**src/rtl/rm_lane_allocator.sv**
```systemverilog
// rtl/rm_lane_allocator.sv - runtime-monitor lane allocator with busy bitmap and registered command.
// Optional statistics counters are built only when RM_ALLOC_STATS_EN is defined.
package ariane_pkg;
  localparam int unsigned MON_IDX_W = 3;

  typedef enum logic [0:0] {
    MON_LOAD  = 1'b0,
    MON_STORE = 1'b1
  } monitored_itype;

  typedef struct packed {
    logic                 monitor_ins;
    logic [MON_IDX_W-1:0] idx;
    monitored_itype       itype;
    logic [MON_IDX_W-1:0] lane0;
    logic [MON_IDX_W-1:0] lane1;
    logic                 two_lane;
    logic [MON_IDX_W-1:0] p_idx;
  } runtime_monitor_ctrl;
endpackage

module rm_lane_allocator
  import ariane_pkg::*;
#(
  parameter int unsigned NUM_LANES         = 5,
  parameter int unsigned NUM_MONITORED_INS = 2
) (
  input  logic                         clk_i,
  input  logic                         rst_i,
  input  logic                         flush_i,
  input  logic                         req_valid_i,
  output logic                         req_ready_o,
  input  logic [$clog2(NUM_LANES)-1:0] req_idx_i,
  input  monitored_itype               req_itype_i,
  input  logic                         req_two_lane_i,
  input  logic [NUM_LANES-1:0]         lane_reset_i,
  output runtime_monitor_ctrl          monitor_o,
  output logic [31:0]                  alloc_cnt_o,
  output logic [31:0]                  stall_cnt_o
);

  localparam int unsigned IDX_W = $clog2(NUM_LANES);
  localparam int unsigned CNT_W = $clog2(NUM_LANES + 1);

  if (NUM_MONITORED_INS > (1 << $bits(monitored_itype))) begin : g_itype_check
    $error("NUM_MONITORED_INS exceeds the monitored_itype encoding");
  end

  typedef enum logic {
    RUN   = 1'b0,
    FLUSH = 1'b1
  } state_e;

  state_e               state_q, state_d;
  logic [NUM_LANES-1:0] busy_q, busy_d, alloc_mask;
  logic [CNT_W-1:0]     free_cnt_q, free_cnt_d, busy_cnt, need;
  logic [IDX_W-1:0]     tail_idx_q, tail_idx_d;
  logic                 tail_valid_q, tail_valid_d;
  logic [IDX_W-1:0]     lane0, lane1_raw, lane1;
  logic                 found0, found1;
  logic                 two_eff, accept;
  runtime_monitor_ctrl  monitor_q, monitor_d;

  // Without a parent entry a two-lane request degrades to a single lane.
  assign two_eff     = req_two_lane_i && tail_valid_q;
  assign need        = two_eff ? CNT_W'(2) : CNT_W'(1);
  assign req_ready_o = (state_q == RUN) && (free_cnt_q >= need);
  assign accept      = req_valid_i && req_ready_o && !flush_i;
  assign lane1       = two_eff ? lane1_raw : '0;
  assign monitor_o   = monitor_q;

  // Lanes released this cycle are still busy in busy_q, so they are never picked here.
  always_comb begin
    lane0     = '0;
    lane1_raw = '0;
    found0    = 1'b0;
    found1    = 1'b0;
    for (int k = 0; k < NUM_LANES; k++) begin
      if (!busy_q[k]) begin
        if (!found0) begin
          found0 = 1'b1;
          lane0  = IDX_W'(k);
        end else if (!found1) begin
          found1    = 1'b1;
          lane1_raw = IDX_W'(k);
        end
      end
    end
  end

  always_comb begin
    alloc_mask = '0;
    if (accept) begin
      alloc_mask[lane0] = 1'b1;
      if (two_eff) alloc_mask[lane1] = 1'b1;
    end
  end

  always_comb begin
    state_d      = state_q;
    busy_d       = (busy_q & ~lane_reset_i) | alloc_mask;
    tail_idx_d   = tail_idx_q;
    tail_valid_d = tail_valid_q;
    monitor_d    = '0;
    case (state_q)
      RUN: begin
        if (flush_i) begin
          state_d      = FLUSH;
          busy_d       = '0;
          tail_valid_d = 1'b0;
        end else if (accept) begin
          tail_idx_d            = req_idx_i;
          tail_valid_d          = 1'b1;
          monitor_d.monitor_ins = 1'b1;
          monitor_d.idx         = MON_IDX_W'(req_idx_i);
          monitor_d.itype       = req_itype_i;
          monitor_d.lane0       = MON_IDX_W'(lane0);
          monitor_d.lane1       = MON_IDX_W'(lane1);
          monitor_d.two_lane    = two_eff;
          monitor_d.p_idx       = MON_IDX_W'(tail_idx_q);
        end else if ((|busy_q) && (busy_d == '0)) begin
          tail_valid_d = 1'b0;
        end
      end
      FLUSH: begin
        if (flush_i) begin
          busy_d       = '0;
          tail_valid_d = 1'b0;
        end else begin
          state_d = RUN;
        end
      end
      default: state_d = RUN;
    endcase
  end

  always_comb begin
    busy_cnt = '0;
    for (int k = 0; k < NUM_LANES; k++) busy_cnt = busy_cnt + CNT_W'(busy_d[k]);
    free_cnt_d = CNT_W'(NUM_LANES) - busy_cnt;
  end

  always_ff @(posedge clk_i) begin
    if (rst_i) begin
      state_q      <= RUN;
      busy_q       <= '0;
      free_cnt_q   <= CNT_W'(NUM_LANES);
      tail_idx_q   <= '0;
      tail_valid_q <= 1'b0;
      monitor_q    <= '0;
    end else begin
      state_q      <= state_d;
      busy_q       <= busy_d;
      free_cnt_q   <= free_cnt_d;
      tail_idx_q   <= tail_idx_d;
      tail_valid_q <= tail_valid_d;
      monitor_q    <= monitor_d;
    end
  end

`ifdef RM_ALLOC_STATS_EN
  logic [31:0] alloc_cnt_q, stall_cnt_q;

  always_ff @(posedge clk_i) begin
    if (rst_i) begin
      alloc_cnt_q <= '0;
      stall_cnt_q <= '0;
    end else begin
      if (accept) alloc_cnt_q <= alloc_cnt_q + 32'd1;
      if ((state_q == RUN) && req_valid_i && !req_ready_o) stall_cnt_q <= stall_cnt_q + 32'd1;
    end
  end

  assign alloc_cnt_o = alloc_cnt_q;
  assign stall_cnt_o = stall_cnt_q;
`else
  assign alloc_cnt_o = '0;
  assign stall_cnt_o = '0;
`endif

endmodule

```
**config.mk**
```make
export PLATFORM = sky130hd
export DESIGN_NAME = rm_lane_allocator
export DESIGN_NICKNAME = d
export VERILOG_FILES = /design/src/rtl/rm_lane_allocator.sv
export SDC_FILE = /design/constraint.sdc
export NUM_CORES = 1
export LEC_CHECK = 0
export ABC_AREA = 1
export BUFFER_PORTS_ARGS = -buffer_cell sky130_fd_sc_hd__buf_2
export CAP_MARGIN = 0
export CORE_UTILIZATION = 25
export DETAILED_ROUTE_END_ITERATION = 10
export GPL_TIMING_DRIVEN = 0
export HOLD_SLACK_MARGIN = 0.15
export PLACE_DENSITY = 0.6
export SETUP_SLACK_MARGIN = 0.5
export SLEW_MARGIN = 15
export SYNTH_ARGS = -nofsm -noshare
export SYNTH_HDL_FRONTEND = slang
export SYNTH_SLANG_ARGS = --single-unit
```
**constraint.sdc**
```tcl
create_clock -name clk_i -period 3.9 [get_ports clk_i]
set_clock_uncertainty 0.2 [all_clocks]
set_input_delay 0.39 -clock clk_i [delete_from_list [all_inputs] [get_ports clk_i]]
set_output_delay 0.39 -clock clk_i [all_outputs]
set_load 0.1 [all_outputs]
```
==> results of run 1 <==
## power by group
group	switching (mW)	internal, mW
clock network	0.0879	0.137
registers	0.00219	0.290
logic	0.316	0.0632
total	0.407	0.490
## synthesized netlist by cell type (2+ instances only)
cell type / count / share of area
a21oi_2: 2 / 0.0095
buf_4: 64 / 0.26
dfxtp_1: 28 / 0.30
ha_1: 10 / 0.068
inv_1: 26 / 0.053
inv_2: 6 / 0.012
nand2_1: 32 / 0.065
nand2_2: 10 / 0.034
nand3_1: 4 / 0.011
nor2_1: 24 / 0.049
nor2_2: 3 / 0.010
nor2_4: 2 / 0.012
nor3_1: 3 / 0.0081
o21ai_0: 2 / 0.0054
o21ai_1: 3 / 0.0081
o22ai_1: 3 / 0.010
or2_2: 4 / 0.014
## layer usage
layer	track usage	vias to the layer above	routed length [µm]
met5	0	-	0
met4	0.0352	0	23
met3	0.0132	2	239
met2	0.158	56	1800
met1	0.100	643	1520
li1	-	819	-
## worst paths after layout
kind / startpoint / end / slack, ns / depth (start not counted)
setup reg to reg: busy_q[1]$_SDFF_PP0_ / free_cnt_q[1]$_SDFF_PP0_ / 0.66 / 20
setup / recovery: busy_q[1]$_SDFF_PP0_ / free_cnt_q[1]$_SDFF_PP0_ / 0.66 / 20
hold / removal: req_idx_i[0] / monitor_o[11]$_SDFF_PP0_ / 0.15 / 3
hold reg to reg: tail_idx_q[1]$_SDFFE_PP0P_ / monitor_o[1]$_SDFF_PP0_ / 0.24 / 2
## per-stage QoR
step	power, mW	std cells
3_5_place_dp	0.669	432
2_1_floorplan	0.653	304
5_1_grt	0.930	449
6_report	0.897	449
4_1_cts	0.893	438
3_3_place_gp	0.669	432
## worst reg2reg max path, stage by stage, from the launching register on
cell	delay, ns
dfxtp_4	0.36
inv_2	0.09
ha_4	0.14
inv_2	0.04
buf_4	0.13
buf_4	0.13
nand2_4	0.07
nand2_4	0.06
nor2_4	0.11
nand2_2	0.06
o21ai_2	0.06
a21oi_2	0.09
or2_1	0.24
fa_1	0.51
inv_2	0.05
ha_4	0.16
ha_4	0.25
inv_1	0.04
ha_2	0.30
inv_1	0.03
nor2_1	0.06
## cell type report
| cell class | count | area [µm²] | area share |
|---|---|---|---|
| Clock buffer | 3 | 41.3 | 0.0151 |
| Multi-Input combinational cell | 177 | 1070 | 0.393 |
| Buffer | 65 | 485 | 0.178 |
| Timing Repair Buffer | 42 | 269 | 0.0986 |
| Sequential cell | 28 | 571 | 0.209 |
| Tap cell | 99 | 124 | 0.0454 |
| Inverter | 34 | 135 | 0.0495 |
| Clock inverter | 1 | 30.0 | 0.0110 |
## state kept, by name, indices dropped and copies added (netlist names)
name	flops
free_cnt_q	3
busy_q	5
state_q	1
tail_idx_q	3
tail_valid_q	1
monitor_o	15
## logic make-up (layout without fill, tap and decap cells)
group           count (synthesis)  count (layout)
fa+ha+maj                      11              11
compound gates                 15              15
buf+inv                        99             145
flops                          28              28
other cells                     1              64
xor+xnor                        1               1
simple gates                   86              86
## timing repair
| action | 4_1_cts | 5_1_grt |
|---|---|---|
| pin swaps | 1 | 18 |
| hold buffers | 1 | 0 |
| setup endpoints to repair | 2 | 2 |
| resized for setup | 7 | 38 |
| setup buffers | 1 | 11 |
| hold endpoints to repair | 1 | 0 |
==> reports/qor.yml, run 1 <==
timing:
  clock.fmax_mhz: 309
  fin_crit_ns: 3.24
  period_share: 0.830
  setup_slack_ns: 0.661
  setup_violations: 0
  hold_viol: 0
  slew_viol_final: 0
  setup_tns_ns: 0
  rsz0062_at_grt: "false"
  whs_ns: 0.154
synth:
  synth_cells: 241
  synth_edf_count: 0
  synth_adder_area_share: 0.0783
  avgSynthCellArea_um2: 7.69
  ys_seq_area_frac: 0.302
  ys_async_sr_fraction: 0
  synthDistinctLibCells: 32
  ys_ff_latch: 28
  ys_dominant_reg_cell: "dfxtp_1"
  synth_compound_area_frac: 0.0608
  synth.area.mux_share: 0
  synthSimpleGateAreaFrac: 0.218
  synth_top_family_by_area: "buffers and inverters"
  synth_warnings: 0
  synthXorXnorAreaFrac: 0.00473
  synthesis.area_um2: 1850
global_route:
  grt_pass1_vias: 1252
  grt_max_degree: 17
  grt_pass1_wl_um: 5380
  grt_util_all_layers: 0.0864
  overflow: 0
  antenna_found_initial: 0
clocking:
  cts_tree: "done"
  clk_pin_slew_ns: 0.10
  htree_levels: 1
  clk_latency_ns: 0.27
  numCtsBuffers: 3
  clk_path_buf_depth: 2
  cts_num_sinks: 28
  clock-root-buffer: "clkbuf_8"
critical_path:
  worst_path_largest_cell_delay_ns: 0.51
  start_kind: "register"
  cpMaxStageDelayCell: "fa_1"
  worstPathCellList: "inv_2, ha_4, inv_2, buf_4, buf_4, nand2_4, nand2_4, nor2_4, nand2_2, o21ai_2, a21oi_2, or2_1, fa_1, inv_2, ha_4, ha_4, inv_1, ha_2, inv_1, nor2_1"
  crit_family: "adder cells"
  crit_fanout: 3
  crit_required_ns: 3.92
  criticalPathCategory: "reg -> reg"
  worstPathArrival_ns: 3.26
  critPathCaptureType: "register"
  cp_num_buf_inv: 7
floorplan:
  die_h_um: 88.1
  pin_count: 94
  start_util: 0.257
  die_x_um: 88.1
  core_area_um2: 7210
  design.die.area_um2: 7760
  rows: 31
routing:
  wl_per_cell_um: 7.97
  ant_nets: 0
  finalWirelength_um: 3580
  routed_via_density: 3.39
  first_pass_iters: 4
  first_iter_violations: 50
  drc: 0
  via_count: 1520
layout:
  fillers: 738
  finalCoreUtilization: 0.378
  layout_commonest_cell: "buf_4"
  drive_above_1_share: 0.471
  design_area_um2: 2730
  final_cell_mix: "buf_4, conb_1, buf_2, nand2_1"
  final_nets: 376
  area_delta_synth_final_pct: 47.3
  antennaDiodeCount: 0
flow_run:
  max-cap-violations: 0
placed_design:
  hpwl_um: 2740
  placed_cell_area_um2: 2360
  dp_slack_ns: 0.363
  io_buffers: 29
  gp_congestion: 0.820
worst_hold_path:
  min-delay-path-class: "in -> reg"
power_and_ir_drop:
  cellPowerDensity_nw_per_um2: 329
  p_leak_nw: 1.47
  vdd_drop_max_v: 0.000114
status:
  status: "finished, final reports clean"
Power figures use the tool's default switching activity.
==> run 2: changes to the inputs <==
==> constraint.sdc (replaced) <==
create_clock -name clk_i -period 3.4 [get_ports clk_i]
set_clock_uncertainty 0.2 [all_clocks]
set_input_delay 0.34 -clock clk_i [delete_from_list [all_inputs] [get_ports clk_i]]
set_output_delay 0.34 -clock clk_i [all_outputs]
set_load 0.1 [all_outputs]
==> reports/qor.yml, run 2 (same netlist as run 1, synthesis figures left out) <==
status:
  status: "finished, final reports clean"
worst_hold_path:
  min-delay-path-class: "in -> reg"
  hp-start: "flush_i"
clocking:
  htree_levels: 1  # unchanged
  clk_path_buf_depth: 2  # unchanged
  clk_pin_slew_ns: 0.09  # about the same
  clk_latency_ns: 0.27  # about the same
  clock-root-buffer: "clkbuf_8"
  cts_num_sinks: 28  # unchanged
  cts_tree: "done"
  numCtsBuffers: 3  # unchanged
timing:
  clock.fmax_mhz: 311  # +0.87%
  hold_viol: 0  # unchanged
  setup_tns_ns: 0  # unchanged
  setup_violations: 0  # unchanged
  rsz0062_at_grt: "true"
  fin_crit_ns: 3.21  # -0.0281 ns
  slew_viol_final: 0  # unchanged
  period_share: 0.944  # +0.114
floorplan:
  die_h_um: 88.1  # unchanged
  die_x_um: 88.1  # unchanged
  core_area_um2: 7210  # unchanged
  rows: 31  # unchanged
  start_util: 0.257  # unchanged
  design.die.area_um2: 7760  # unchanged
  pin_count: 94  # unchanged
critical_path:
  startpoint: "busy_q[0]$_SDFF_PP0_"
  worstPathArrival_ns: 3.18  # -0.08 ns
  cp_num_buf_inv: 4  # -3
  r2r_end: "free_cnt_q[2]$_SDFF_PP1_"
  r2r_start: "busy_q[0]$_SDFF_PP0_"
  critPathCaptureType: "register"
  crit_family: "adder cells"
  worst_path_largest_cell_delay_ns: 0.50  # about the same
  crit_top_cell: "nand2_4"
  crit_end: "free_cnt_q[2]$_SDFF_PP1_"
  worstPathCellList: "inv_4, ha_4, inv_4, nand2_4, nand2_4, nand2_4, nand2_4, nand2_4, nor2_4, nand2_2, o21ai_2, a21oi_2, or2_1, fa_1, inv_2, ha_4, ha_4, inv_4, ha_4, xnor2_2, nand2_1"
  r2r_slack_ns: 0.19  # -0.47 ns
  criticalPathCategory: "reg -> reg"
  crit_fanout: 4  # +1
  r2r_cells: 21  # +5.0%
  crit_cells: 21  # +5.0%
  start_kind: "register"
  cpMaxStageDelayCell: "fa_1"
  crit_required_ns: 3.37  # -0.55 ns
layout:
  fillers: 754  # +2.2%
  area_delta_synth_final_pct: 48.2
  final_nets: 380  # +1.1%
  layout_commonest_cell: "buf_4"
  final_cell_mix: "buf_4, conb_1, buf_2, nand2_1, dfxtp_1"
  seq_area_um2: 569  # -0.22%
  largest_register_ffs: 15  # unchanged
  drive_above_1_share: 0.469  # -0.00250
  instances_no_fill: 453  # +0.89%
  antennaDiodeCount: 0  # unchanged
  multiInputGateArea_um2: 1060  # -1.2%
placed_design:
  post-place-cells: 432  # unchanged
  hpwl_um: 2750  # +0.25%
  gp_congestion: 0.804  # -2.0%
  io_buffers: 29  # unchanged
global_route:
  overflow: 0  # unchanged
  grt_pass1_vias: 1315  # +5.0%
  grt_util_all_layers: 0.0880  # +0.00152
  grt_pass1_wl_um: 5390  # +0.24%
  grt_max_degree: 17  # unchanged
  antenna_found_initial: 0  # unchanged
routing:
  wl_per_cell_um: 7.72  # -3.2%
  routed_via_density: 3.36  # -0.62%
  via_count: 1524  # +0.26%
  drc: 0  # unchanged
  ant_nets: 0  # unchanged
  first_pass_iters: 4  # unchanged
  finalWirelength_um: 3500  # -2.3%
  first_iter_violations: 41  # -18%
flow_run:
  max-cap-violations: 0  # unchanged
power_and_ir_drop:
  p_leak_nw: 1.48  # +0.78%
  cellPowerDensity_nw_per_um2: 376  # +14%
  vdd_drop_max_v: 0.000156  # +36%
## run 2: per-layer routing
layer  part of all wire  GRT usage
met1               0.40     0.0946
met5                  0          0
met3              0.080     0.0170
met4             0.0080     0.0279
met2               0.51      0.171
## run 2: cell type report
cell class	instances	share of cell area
repair buffers	46	0.107
flip-flops and latches	28	0.207
inverters	34	0.0519
clock buffers	3	0.0150
well taps	99	0.0451
clock inverters	1	0.0109
plain buffers	65	0.177
multi-input cells	177	0.386
## run 2: worst min-delay path by stage
| stage | endpoint | depth (start not counted) | slack (ns) |
|---|---|---|---|
| floorplan | free_cnt_q[1]$_SDFF_PP0_ | 1 | 0.21 |
| global placement | monitor_o[2]$_SDFF_PP0_ | 2 | 0.22 |
| detailed placement | monitor_o[2]$_SDFF_PP0_ | 2 | 0.24 |
| CTS | state_q$_SDFF_PP0_ | 3 | 0.18 |
| global route | state_q$_SDFF_PP0_ | 3 | 0.18 |
| finish | state_q$_SDFF_PP0_ | 3 | 0.18 |
## run 2: where the power goes
part | total, mW | internal, mW | switching (mW)
clock | 0.258 | 0.157 | 0.100
combinational | 0.440 | 0.0764 | 0.363
sequential | 0.335 | 0.332 | 0.00279
total | 1.03 | 0.566 | 0.467
## run 2: repair_timing
item,4_1_cts,5_1_grt
endpoints found under the hold margin,12,0
gates resized for setup,15,13
pin swaps,12,12
setup buffers,8,4
endpoints found under the setup margin,3,3
hold buffers,5,0
## run 2: metrics by stage
step            util  instance area (µm²)  power, mW  setup slack, ns  hold slack [ns]
2_1_floorplan      -                 2160      0.750            0.341            0.211
3_3_place_gp   0.337                 2430      0.769           0.0577            0.223
3_5_place_dp   0.337                 2430      0.769           0.0185            0.237
4_1_cts        0.371                 2670       1.03            0.201            0.177
5_1_grt        0.381                 2750       1.07           0.0412            0.182
6_report       0.381                 2750       1.03            0.189            0.177
## run 2: worst min-delay path, cell delays in order
cell and delay [ns]:
buf_2 0.12, clkinv_1 0.10, nor2_1 0.05
==> run 3: changes to the inputs <==
--- a/config.mk
+++ b/config.mk
@@ -8,6 +8,7 @@
 export ABC_AREA = 1
 export BUFFER_PORTS_ARGS = -buffer_cell sky130_fd_sc_hd__buf_2
 export CAP_MARGIN = 0
+export CORE_ASPECT_RATIO = 0.75
 export CORE_UTILIZATION = 25
 export DETAILED_ROUTE_END_ITERATION = 10
 export GPL_TIMING_DRIVEN = 0
==> reports/qor.yml, run 3 (same netlist as run 1, synthesis figures left out) <==
critical_path:
  crit_fanout: 4  # unchanged
  r2r_cells: 21  # unchanged
  crit_required_ns: 3.37  # about the same
  start_kind: "register"
  critPathCaptureType: "register"
  r2r_end: "free_cnt_q[2]$_SDFF_PP1_"
  r2r_start: "busy_q[0]$_SDFF_PP0_"
  criticalPathCategory: "reg -> reg"
  worstPathArrival_ns: 3.13  # -0.05 ns
  startpoint: "busy_q[0]$_SDFF_PP0_"
  r2r_slack_ns: 0.23  # +0.04 ns
timing:
  rsz0062_at_grt: "true"
  slew_viol_final: 0  # unchanged
  period_share: 0.931  # -0.0129
  hold_viol: 0  # unchanged
  fin_crit_ns: 3.17  # -0.0440 ns
  setup_tns_ns: 0  # unchanged
  clock.fmax_mhz: 316  # +1.4%
  setup_violations: 0  # unchanged
layout:
  final_nets: 378  # -0.53%
  drive_above_1_share: 0.457  # -0.0115
  antennaDiodeCount: 0  # unchanged
  final_cell_mix: "buf_4, conb_1, buf_2, nand2_1, dfxtp_1"
  largest_register_ffs: 15  # unchanged
  area_delta_synth_final_pct: 45.4
  finalCoreUtilization: 0.385  # +0.00447
  layout_commonest_cell: "buf_4"
routing:
  first_iter_violations: 58  # +41%
  wl_per_cell_um: 8.09  # +4.8%
  finalWirelength_um: 3640  # +4.1%
  ant_nets: 0  # unchanged
  first_pass_iters: 4  # unchanged
  drc: 0  # unchanged
  routed_via_density: 3.29  # -2.1%
  via_count: 1482  # -2.8%
power_and_ir_drop:
  cellPowerDensity_nw_per_um2: 383  # +1.9%
  vdd_drop_max_v: 0.000220  # +41%
  p_leak_nw: 1.45  # -2.0%
flow_run:
  max-cap-violations: 0  # unchanged
status:
  status: "finished, final reports clean"
clocking:
  clk_path_buf_depth: 2  # unchanged
  htree_levels: 1  # unchanged
  cts_num_sinks: 28  # unchanged
  clock-root-buffer: "clkbuf_8"
  cts_tree: "done"
  numCtsBuffers: 3  # unchanged
  clk_pin_slew_ns: 0.10  # about the same
  clk_latency_ns: 0.27  # about the same
global_route:
  grt_max_degree: 17  # unchanged
  grt_util_all_layers: 0.0956  # +0.00764
  overflow: 0  # unchanged
  grt_pass1_vias: 1297  # -1.4%
  grt_pass1_wl_um: 5930  # +10%
  antenna_found_initial: 0  # unchanged
worst_hold_path:
  whs_path_depth: 3  # unchanged
  min-delay-path-class: "in -> reg"
  min_to: "monitor_o[3]$_SDFF_PP0_"
  hp-start: "req_two_lane_i"
floorplan:
  die_x_um: 101  # +15%
  rows: 26  # -16%
  pin_count: 94  # unchanged
  design.die.area_um2: 7760  # about the same
  die_h_um: 76.6  # -13%
  start_util: 0.265  # +0.00809
  core_area_um2: 6990  # -3.1%
placed_design:
  hpwl_um: 3000  # +9.0%
  io_buffers: 29  # unchanged
  gp_congestion: 0.799  # -0.67%
[run 3: changes by cell type in the layout (fill, tap and decap cells not counted), sizes merged]
cell and change:
buf -2
[run 3: how the worst max path moves through the flow]
stage / slack (ns) / end
global route: 0.09 / free_cnt_q[2]$_SDFF_PP1_
CTS: 0.19 / free_cnt_q[2]$_SDFF_PP1_
global placement: 0.08 / free_cnt_q[2]$_SDFF_PP1_
floorplan: 0.34 / free_cnt_q[2]$_SDFF_PP1_
finish: 0.23 / free_cnt_q[2]$_SDFF_PP1_
detailed placement: 0.03 / free_cnt_q[2]$_SDFF_PP1_
[run 3: report_power, final]
group | switching (mW) | internal, mW
clock | 0.102 | 0.158
combinational | 0.363 | 0.0741
sequential | 0.00292 | 0.332
total | 0.468 | 0.564
[run 3: layout make-up]
cell class / count / area [µm²]
tap: 98 / 123
clock inverter: 1 / 30.0
clock buffer: 3 / 41.3
multi-input combinational: 177 / 1030
timing repair buffer: 44 / 274
inverter: 34 / 140
fill: 722 / 4300
buffer: 65 / 485
sequential: 28 / 569
[run 3: layer usage]
layer	part of all wire	track usage	vias up
met4	0.011	0.0188	0
met5	0	0	-
met1	0.46	0.123	610
li1	-	-	824
met3	0.058	0.0294	4
met2	0.47	0.156	44
[run 3: stage by stage]
step	total power [mW]	worst slack, ns	instance area [µm²]	hold WS (ns)	cells
after global placement	0.768	0.0764	2430	0.225	431
after CTS	1.03	0.188	2660	0.192	448
final	1.03	0.233	2690	0.193	450
after global routing	1.07	0.0863	2690	0.198	450
after floorplan	0.750	0.341	2160	0.211	304
after detailed placement	0.769	0.0331	2430	0.228	431
[run 3: worst max-delay path, stage by stage, from the launching register on]
cell and delay, ns:
dfxtp_4 0.40, inv_4 0.04, ha_4 0.16, inv_4 0.05, nand2_2 0.04, nand2_2 0.09
nand2_2 0.06, nand2_1 0.07, nand2_2 0.06, nor2_2 0.11, nand2_1 0.08, o21ai_2 0.09
a21oi_2 0.08, or2_1 0.24, fa_1 0.50, inv_2 0.05, ha_4 0.15, ha_4 0.25
inv_2 0.03, ha_4 0.15, xnor2_2 0.10, nand2_1 0.07
[run 3: timing repair]
item | in CTS | in global routing
endpoints found under the hold margin | 12 | 0
buffers inserted | 8 | 2
hold buffers | 5 | 0
endpoints found under the setup margin | 3 | 3
gates resized for setup | 11 | 7
pin swaps | 10 | 10
